==> src/rtl/adder_pkg.sv <==
// adder_pkg: shared state encoding and parameter check for the serial adder
package adder_pkg;
  typedef enum logic [1:0] {
    ST_IDLE = 2'd0,
    ST_RUN  = 2'd1,
    ST_DONE = 2'd2
  } state_t;
  function automatic bit width_ok(input int w, input int d);
    return (w >= 2) && (d >= 1) && (d <= w) && ((w % d) == 0);
  endfunction
endpackage

==> src/rtl/fa_slice.sv <==
// fa_slice: combinational DIGIT-bit ripple adder built from full-adder bits
module fa_slice #(
  parameter int DIGIT = 1
) (
  input  logic [DIGIT-1:0] a,
  input  logic [DIGIT-1:0] b,
  input  logic             c_in,
  output logic [DIGIT-1:0] s,
  output logic             c_out,
  output logic             c_msb_in
);
  logic [DIGIT:0] w_c;
  assign w_c[0] = c_in;
  for (genvar i = 0; i < DIGIT; i++) begin : g_bit
    assign s[i]     = a[i] ^ b[i] ^ w_c[i];
    assign w_c[i+1] = (a[i] & b[i]) | (a[i] & w_c[i]) | (b[i] & w_c[i]);
  end
  assign c_out    = w_c[DIGIT];
  assign c_msb_in = w_c[DIGIT-1];
endmodule

==> src/rtl/serial_adder_n.sv <==
// serial_adder_n: multi-cycle adder processing DIGIT bits per clock with start/busy/done handshake
module serial_adder_n
  import adder_pkg::*;
#(
  parameter int WIDTH = 8,
  parameter int DIGIT = 1
) (
  input  logic             clk,
  input  logic             rst,
  input  logic             start,
  input  logic [WIDTH-1:0] a,
  input  logic [WIDTH-1:0] b,
  input  logic             cin,
  output logic             busy,
  output logic             done,
  output logic [WIDTH-1:0] sum,
  output logic             cout,
  output logic             overflow
);
  localparam int STEPS = WIDTH / DIGIT;
  localparam int CW = (STEPS > 1) ? $clog2(STEPS) : 1;
  if (!width_ok(WIDTH, DIGIT)) begin : g_bad_params
    $error("serial_adder_n: WIDTH must be >= 2 and a multiple of DIGIT");
  end
  state_t           r_state, w_next;
  logic [WIDTH-1:0] r_opa, r_opb, r_acc, w_acc_next;
  logic             r_carry;
  logic [CW-1:0]    r_cnt;
  logic [DIGIT-1:0] w_s;
  logic             w_c_out, w_c_msb, w_last;
  fa_slice #(.DIGIT(DIGIT)) u_slice (
    .a       (r_opa[DIGIT-1:0]),
    .b       (r_opb[DIGIT-1:0]),
    .c_in    (r_carry),
    .s       (w_s),
    .c_out   (w_c_out),
    .c_msb_in(w_c_msb)
  );
  // New digit enters the accumulator at the top; after STEPS shifts it holds the full sum.
  assign w_acc_next = WIDTH'({w_s, r_acc} >> DIGIT);
  always_comb begin
    w_last = (r_state == ST_RUN) && (r_cnt == CW'(STEPS - 1));
    w_next = r_state == ST_IDLE ? (start ? ST_RUN : ST_IDLE)
           : r_state == ST_RUN  ? (w_last ? ST_DONE : ST_RUN)
           : ST_IDLE;
    busy   = r_state == ST_RUN;
    done   = r_state == ST_DONE;
  end
  always_ff @(posedge clk) begin
    if (rst) begin
      r_state  <= ST_IDLE;
      r_opa    <= '0;
      r_opb    <= '0;
      r_acc    <= '0;
      r_carry  <= 1'b0;
      r_cnt    <= '0;
      sum      <= '0;
      cout     <= 1'b0;
      overflow <= 1'b0;
    end else begin
      r_state <= w_next;
      if (r_state == ST_IDLE && start) begin
        r_opa   <= a;
        r_opb   <= b;
        r_carry <= cin;
        r_cnt   <= '0;
      end else if (r_state == ST_RUN) begin
        r_opa   <= r_opa >> DIGIT;
        r_opb   <= r_opb >> DIGIT;
        r_acc   <= w_acc_next;
        r_carry <= w_c_out;
        r_cnt   <= r_cnt + CW'(1);
        if (w_last) begin
          sum      <= w_acc_next;
          cout     <= w_c_out;
          overflow <= w_c_msb ^ w_c_out;
        end
      end
    end
  end
endmodule

==> config.mk <==
export PLATFORM = sky130hd
export DESIGN_NAME = serial_adder_n
export DESIGN_NICKNAME = d
export VERILOG_FILES = /design/src/rtl/adder_pkg.sv /design/src/rtl/fa_slice.sv /design/src/rtl/serial_adder_n.sv
export SDC_FILE = /design/constraint.sdc
export NUM_CORES = 1
export LEC_CHECK = 0
export BUFFER_PORTS_ARGS = -buffer_cell sky130_fd_sc_hd__buf_2
export CORE_ASPECT_RATIO = 0.75
export CORE_MARGIN = 2
export CORE_UTILIZATION = 55
export DETAILED_ROUTE_END_ITERATION = 7
export PLACE_DENSITY = 0.8
export REMOVE_ABC_BUFFERS = 1
export SYNTH_ARGS = -nofsm -noshare
export SYNTH_HDL_FRONTEND = slang
export SYNTH_HIERARCHICAL = 1
export SYNTH_SLANG_ARGS = --single-unit
==> constraint.sdc <==
create_clock -name clk -period 3.9 [get_ports clk]
set_input_delay 1.17 -clock clk [delete_from_list [all_inputs] [get_ports clk]]
set_output_delay 1.17 -clock clk [all_outputs]
set_load 0.02 [all_outputs]
==> impl_metrics.toml, run 1 <==
[status]
status = "completed"

[critical_path]
crit_fanout = 21
path_class = "flip-flop to output port"
crit_arrival_ns = 1.49
worstPathRequired_ns = 2.73
cp-start-kind = "flip-flop"
rr_worst_depth = 5
end_kind = "output port"

[placement]
place.port_buffers = 31
gp_congestion = 0.788
placedCellCount = 247
post-dp-hpwl_um = 1940

[die]
die_w_um = 66.7
die_area_um2 = 3400
rows = 17
initial_core_util_pct = 56.4
core_um2 = 2870
die_y_um = 51.0
ioPinCount = 32

[min_path]
holdPathStages = 2
min_path_type = "flip-flop to flip-flop"

[drt]
wirelength_um = 3110
drc = 0
wl_per_cell_um = 12.2
viasPerCell = 5.21
dr.pass1.iters = 4
routed-via-count = 1329
ant_nets = 0
drt_iter0_drc = 51

[pwr]
ir_worst_vdd_v = 0.000316
p_leak_nw = 0.745
p_per_area_nw_per_um2 = 490

[synthesis]
synth_warnings = 6
synthesis.area_um2 = 1620
synth.avg_cell_area_um2 = 8.44
ys_types = 27
ys_ff_latch = 39
ys_seq_area_share_pct = 48.2
synth_cells = 192

[sta]
relSlewSlack_pct = 53.5
tns_ns = 0
fmax_mhz = 376
hold_viol_final = 0
slew_violations = 0
setup_viol = 0
finalCritPeriodShare_pct = 68.2
tightest_slew_ns = 0.697
period_needed_ns = 2.66
hold_slack_ns = 0.454
rsz0062_at_grt = "false"
finalClockSkew_ns = 0.00462

[cts]
cts_tree = "yes"
ctsResizeCount = 0
clk_path_buf_depth = 2
ctsHoldBuffers = 0
clock_sinks = 39
clk_pin_slew_worst_paths_ns = 0.07
cts_buffers = 5
clkLatencyLatePin_ns = 0.29
htreeDepth = 2
cts_setup_buffers = 0
cts_root_buf = "clkbuf_8"

[cells_and_area]
multi_input_area_um2 = 723
final.fill_count = 275
drive_gt1_share_pct = 19.8
final_cell_mix = "nand2_1 (46), dfxtp_1 (39), buf_2 (31)"
area_growth_pct = 14.7
seq_area_um2 = 781
fin_cells = 255
nets = 239
antennaDiodeCount = 0
final_common_cell = "nand2_1"

[global_routing]
grt_max_degree = 40
grt_first_pass_wirelength_um = 5220
antenna_found_initial = 0
grt_util_all_layers_pct = 21.0
grt_overflow = 0
grt_pass1_vias = 1187

[run]
maxCapViolations = 0
-- metrics by stage --
stage               area, um^2  power [W]  utilization (%)  setup WS (ns)
floorplan                 1520   0.000492                -           1.42
finish                    1860   0.000910             64.7           1.24
CTS                       1860   0.000917             64.7           1.25
global route              1860   0.000945             64.7           1.16
global placement          1730   0.000522             60.1           1.57
detailed placement        1730   0.000523             60.1           1.54
-- final timing paths --
kind / startpoint / end / slack [ns]
min: sum[0] / sum[0] / 0.45
max reg2reg: r_cnt[0] / overflow / 2.40
max: r_state[0] / busy / 1.24
min reg2reg: sum[0] / sum[0] / 0.45
-- worst max-delay path, cell delays in order (launching register included) --
cell and delay, ns:
dfxtp_1 0.52, nand2b_1 0.14, inv_2 0.30, buf_2 0.24
-- cell type report --
cell class              instances  share of cell area, %
inverters                       3                  0.606
well taps                      38                   2.56
flip-flops and latches         39                   42.0
clock inverters                 2                   3.23
clock buffers                   6                   3.91
multi-input cells             135                   38.9
repair buffers                 32                   8.75
-- registers in the layout (all words and copies together), names as in the netlist --
name      flops
r_carry       1
cout          1
r_state       2
r_acc         7
sum           8
r_cnt         3
r_opb         8
overflow      1
r_opa         8
-- metal layers --
layer / up-vias / GRT usage [%] / part of all wire [%]
met2: 24 / 33.7 / 47
met3: 6 / 7.93 / 4.3
li1: 694 / - / -
met5: - / 0 / 0
met4: 0 / 8.16 / 1.5
met1: 605 / 25.7 / 48
-- cell usage after synthesis --
cell type	count	area, um^2
clkbuf_1	4	15.0
nor3b_4	1	18.8
nand2_1	46	173
buf_6	4	45.0
o21a_1	1	7.51
fa_1	1	20.0
inv_1	2	7.51
or3b_1	1	8.76
ha_1	2	25.0
nor2_1	19	71.3
o2bb2ai_1	1	8.76
nor2_2	1	6.26
nand2b_1	2	12.5
and3b_1	1	8.76
buf_2	3	15.0
inv_2	1	3.75
nand3b_1	1	7.51
o21ba_2	1	10.0
mux2i_1	2	20.0
a21oi_1	30	150
buf_4	4	30.0
nand3_1	2	10.0
o22ai_1	2	12.5
xnor2_1	2	17.5
nor3_1	3	15.0
dfxtp_1	39	781
a211oi_1	16	120
-- kinds of logic (layout without fill, tap and decap cells) --
| kind of cell | after synthesis | after routing | synth area share (%) |
|---|---|---|---|
| buffers and inverters | 18 | 43 | 7.18 |
| muxes | 2 | 2 | 1.24 |
| and+or+nand+nor | 77 | 77 | 20.5 |
| AOI/OAI and AO/OA | 51 | 51 | 19.1 |
| xor gates and xnor gates | 2 | 2 | 1.08 |
| adders and majority gates | 3 | 3 | 2.78 |
| DFF | 39 | 39 | 48.2 |
-- where the power goes --
group | total, W | internal (W) | switching, W
registers | 0.000431 | 0.000417 | 0.0000136
clock network | 0.000394 | 0.000256 | 0.000139
logic | 0.0000850 | 0.0000352 | 0.0000498
total | 0.000910 | 0.000708 | 0.000202
(Power assumes the default switching activity.)
==> inputs of run 2 (changes only) <==
Settings changed: CORE_UTILIZATION 55 to 53, PLACE_DENSITY 0.8 to 0.77.
Clock period 3.9 ns to 2.6 ns, I/O delays scaled along.
==> impl_metrics.toml, run 2 (same netlist as run 1, synthesis figures left out) <==
[status]
status = "completed"

[min_path]
min_path_type = "flip-flop to flip-flop"

[cells_and_area]
final_cell_mix = "nand2_1 (46), dfxtp_1 (39), buf_2 (31)"
drive_gt1_share_pct = 20.3
final_common_cell = "nand2_1"
fin_util_pct = 62.8
antennaDiodeCount = 0
nets = 239
area_growth_pct = 13.7
top_regs = "r_opa: 8 flops, r_opb: 8 flops, sum: 8 flops"
final.fill_count = 282

[die]
die_area_um2 = 3520
die_y_um = 51.9
ioPinCount = 32
die_w_um = 67.8
core_um2 = 2940
rows = 17
initial_core_util_pct = 55.2

[sta]
tns_ns = 0
fmax_mhz = 440
hold_slack_ns = 0.452
finalCritPeriodShare_pct = 87.4
finalClockSkew_ns = 0.00480
rsz0062_at_grt = "false"
setup_viol = 0
slew_violations = 0
relSlewSlack_pct = 54.6
hold_viol_final = 0
tightest_slew_ns = 0.680
period_needed_ns = 2.27

[cts]
clk_pin_slew_worst_paths_ns = 0.07
htreeDepth = 2
cts_buffers = 5
ctsHoldBuffers = 0
clk_path_buf_depth = 2
clkLatencyLatePin_ns = 0.29
cts_tree = "yes"
cts_root_buf = "clkbuf_8"
cts_setup_buffers = 0
ctsResizeCount = 0
clock_sinks = 39

[drt]
wl_per_cell_um = 12.0
ant_nets = 0
routed-via-count = 1344
drt_iter0_drc = 86
wirelength_um = 3050
viasPerCell = 5.27
drc = 0
dr.pass1.iters = 4

[critical_path]
cpPeakStageDelay_ns = 0.53
critPathSlowestCell = "dfxtp_1"
crit_fanout = 21
crit_chain = "nand2b_1 -> inv_2 -> buf_2"
worstPathRequired_ns = 1.82
cp_top_family = "buffers and inverters"
path_class = "flip-flop to output port"
cp_num_buf_inv = 2
end_kind = "output port"
cp-start-kind = "flip-flop"
crit_arrival_ns = 1.49

[pwr]
ir_worst_vdd_v = 0.000401
p_per_area_nw_per_um2 = 698
total_power_w = 0.00129
p_leak_nw = 0.741

[run]
maxCapViolations = 0

[global_routing]
grt_first_pass_wirelength_um = 5110
grt_util_all_layers_pct = 19.4
grt_overflow = 0
grt_pass1_vias = 1187
antenna_found_initial = 0
grt_max_degree = 40

[placement]
gp_congestion = 0.705
place.port_buffers = 31
post-dp-hpwl_um = 2150
## run 2: cell types whose count changed in the layout (fill, tap and decap cells not counted)
cell / delta
clkbuf_1: -1
clkinv_2: +1
clkbuf_8: +1
bufinv_16: -1
## run 2: cell type report
type	instances	area [um^2]	share of cell area (%)
Timing Repair Buffer	32	163	8.83
Clock buffer	6	82.6	4.48
Sequential cell	39	781	42.4
Inverter	3	11.3	0.611
Clock inverter	2	35.0	1.90
Multi-Input combinational cell	135	723	39.2
Tap cell	38	47.5	2.58
## run 2: path summary, 6_finish.rpt
check                   from        to  slack [ns]  depth (start not counted)
setup / recovery  r_state[0]      busy        0.33                          3
hold reg to reg       sum[3]    sum[3]        0.45                          2
hold / removal        sum[3]    sum[3]        0.45                          2
setup reg to reg    r_cnt[0]  overflow        1.12                          5
## run 2: metrics by stage
step / std cells / instance area, um^2 / setup WS [ns]
after floorplan: 177 / 1520 / 0.513
after detailed placement: 247 / 1730 / 0.636
after global placement: 247 / 1730 / 0.686
final: 255 / 1840 / 0.327
after global routing: 255 / 1840 / 0.184
after CTS: 255 / 1840 / 0.322
## run 2: worst min-delay path, cell delays in order (launching register included)
cell and delay [ns]:
dfxtp_1 0.31, nand2_1 0.05, a21oi_1 0.05
## run 2: report_power, final
part	total (W)	leakage (nW)	switching, W	internal, W
clock	0.000512	0.0612	0.000202	0.000310
combinational	0.000128	0.361	0.0000749	0.0000534
sequential	0.000646	0.319	0.0000203	0.000626
total	0.00129	0.741	0.000297	0.000989
## run 2: layer usage
layer / global-route usage, % / vias to the layer above / part of all wire, %
met5: 0 / - / 0
met4: 7.00 / 0 / 1.2
met3: 5.63 / 4 / 5.7
met2: 31.4 / 32 / 48
met1: 24.6 / 615 / 45
li1: - / 693 / -
==> inputs of run 3 (changes only) <==
Settings changed: CELL_PAD_IN_SITES_DETAIL_PLACEMENT from default to 0, CELL_PAD_IN_SITES_GLOBAL_PLACEMENT from default to 1, CORE_UTILIZATION 53 to 39, PLACE_DENSITY 0.77 to default, PLACE_DENSITY_LB_ADDON from default to 0.1.
==> impl_metrics.toml, run 3 (same netlist as run 1, synthesis figures left out) <==
[run]
maxCapViolations = 0

[cells_and_area]
final.fill_count = 414
nets = 240
antennaDiodeCount = 0
multi_input_area_um2 = 723
final_cell_mix = "nand2_1 (46), dfxtp_1 (39), buf_2 (31)"
area_growth_pct = 13.7
final_common_cell = "nand2_1"
drive_gt1_share_pct = 20.3
top_regs = "r_opa: 8 flops, r_opb: 8 flops, sum: 8 flops"
seq_area_um2 = 781

[drt]
routed-via-count = 1335
drc = 0
wirelength_um = 3410
viasPerCell = 4.91
wl_per_cell_um = 12.5
drt_iter0_drc = 52
ant_nets = 0
dr.pass1.iters = 5

[die]
initial_core_util_pct = 40.2
die_w_um = 78.4
die_area_um2 = 4690
rows = 20
die_y_um = 59.8
ioPinCount = 32
core_um2 = 4030

[min_path]
min_path_type = "flip-flop to flip-flop"
min_from = "cout"
holdPathStages = 2

[global_routing]
grt_pass1_vias = 1273
grt_first_pass_wirelength_um = 5710
grt_max_degree = 40
grt_util_all_layers_pct = 16.2
grt_overflow = 0
antenna_found_initial = 0

[sta]
slew_violations = 0
tns_ns = 0
rsz0062_at_grt = "false"
period_needed_ns = 1.99
fmax_mhz = 503
tightest_slew_ns = 0.734
setup_viol = 0
hold_viol_final = 0
relSlewSlack_pct = 51.1
finalClockSkew_ns = 0.00439
hold_slack_ns = 0.452
finalCritPeriodShare_pct = 76.5

[cts]
clkLatencyLatePin_ns = 0.29
clk_path_buf_depth = 2
cts_setup_buffers = 0
htreeDepth = 2
clk_pin_slew_worst_paths_ns = 0.07
ctsResizeCount = 0
cts_tree = "yes"
cts_root_buf = "clkbuf_8"
clock_sinks = 39
ctsHoldBuffers = 0
cts_buffers = 5

[pwr]
ir_worst_vdd_v = 0.000339
total_power_w = 0.00119
p_leak_nw = 0.732
p_per_area_nw_per_um2 = 647

[critical_path]
crit_chain = "nand2b_1 -> inv_2 -> buf_2"
cpPeakStageDelay_ns = 0.52
critPathSlowestCell = "dfxtp_1"
r2r-start = "r_state[0]"
cp-start-kind = "flip-flop"
crit_arrival_ns = 1.21
cp-startpoint = "r_state[0]"
path_class = "flip-flop to output port"
rr_worst_depth = 3
end_kind = "output port"
worstPathRequired_ns = 1.82
crit_fanout = 10

[placement]
post-dp-hpwl_um = 2290
gp_congestion = 0.689
place.port_buffers = 31

[status]
status = "completed"
run 3: per-stage QoR:
stage          cells  worst slack [ns]  util (%)  instance area (um^2)
2_1_floorplan    177             0.513         -                  1520
3_3_place_gp     265             0.674      43.5                  1750
3_5_place_dp     265             0.616      43.5                  1750
4_1_cts          272             0.586      45.7                  1840
5_1_grt          272             0.528      45.7                  1840
6_report         272             0.610      45.7                  1840
run 3: cell type report:
type | count | share of cell area, %
Clock inverter | 1 | 0.272
Inverter | 3 | 0.611
Timing Repair Buffer | 33 | 9.24
Tap cell | 55 | 3.74
Clock buffer | 6 | 4.48
Multi-Input combinational cell | 135 | 39.3
Sequential cell | 39 | 42.4
run 3: metal layers:
| metal | vias to the layer above | wire length, um | track usage (%) |
|---|---|---|---|
| met5 | - | 0 | 0 |
| met4 | 0 | 65 | 8.27 |
| met3 | 8 | 149 | 4.83 |
| met2 | 29 | 1520 | 25.1 |
| met1 | 605 | 1680 | 20.8 |
| li1 | 693 | - | - |
run 3: worst paths after layout:
check | endpoint | slack, ns
hold / removal | cout | 0.45
setup reg to reg | r_opb[4] | 1.12
setup / recovery | busy | 0.61
hold reg to reg | cout | 0.45
run 3: worst max-delay path, delay by kind of cell, from the launching register on:
family        cells  cell delay (ns)
buf+inv           2             0.25
flops             1             0.52
simple gates      1             0.15
run 3: report_power, final:
group	switching, W	total, W	internal (W)
Sequential	0.0000200	0.000646	0.000626
Combinational	0.0000777	0.000133	0.0000549
Clock	0.000206	0.000414	0.000208
Total	0.000304	0.00119	0.000889
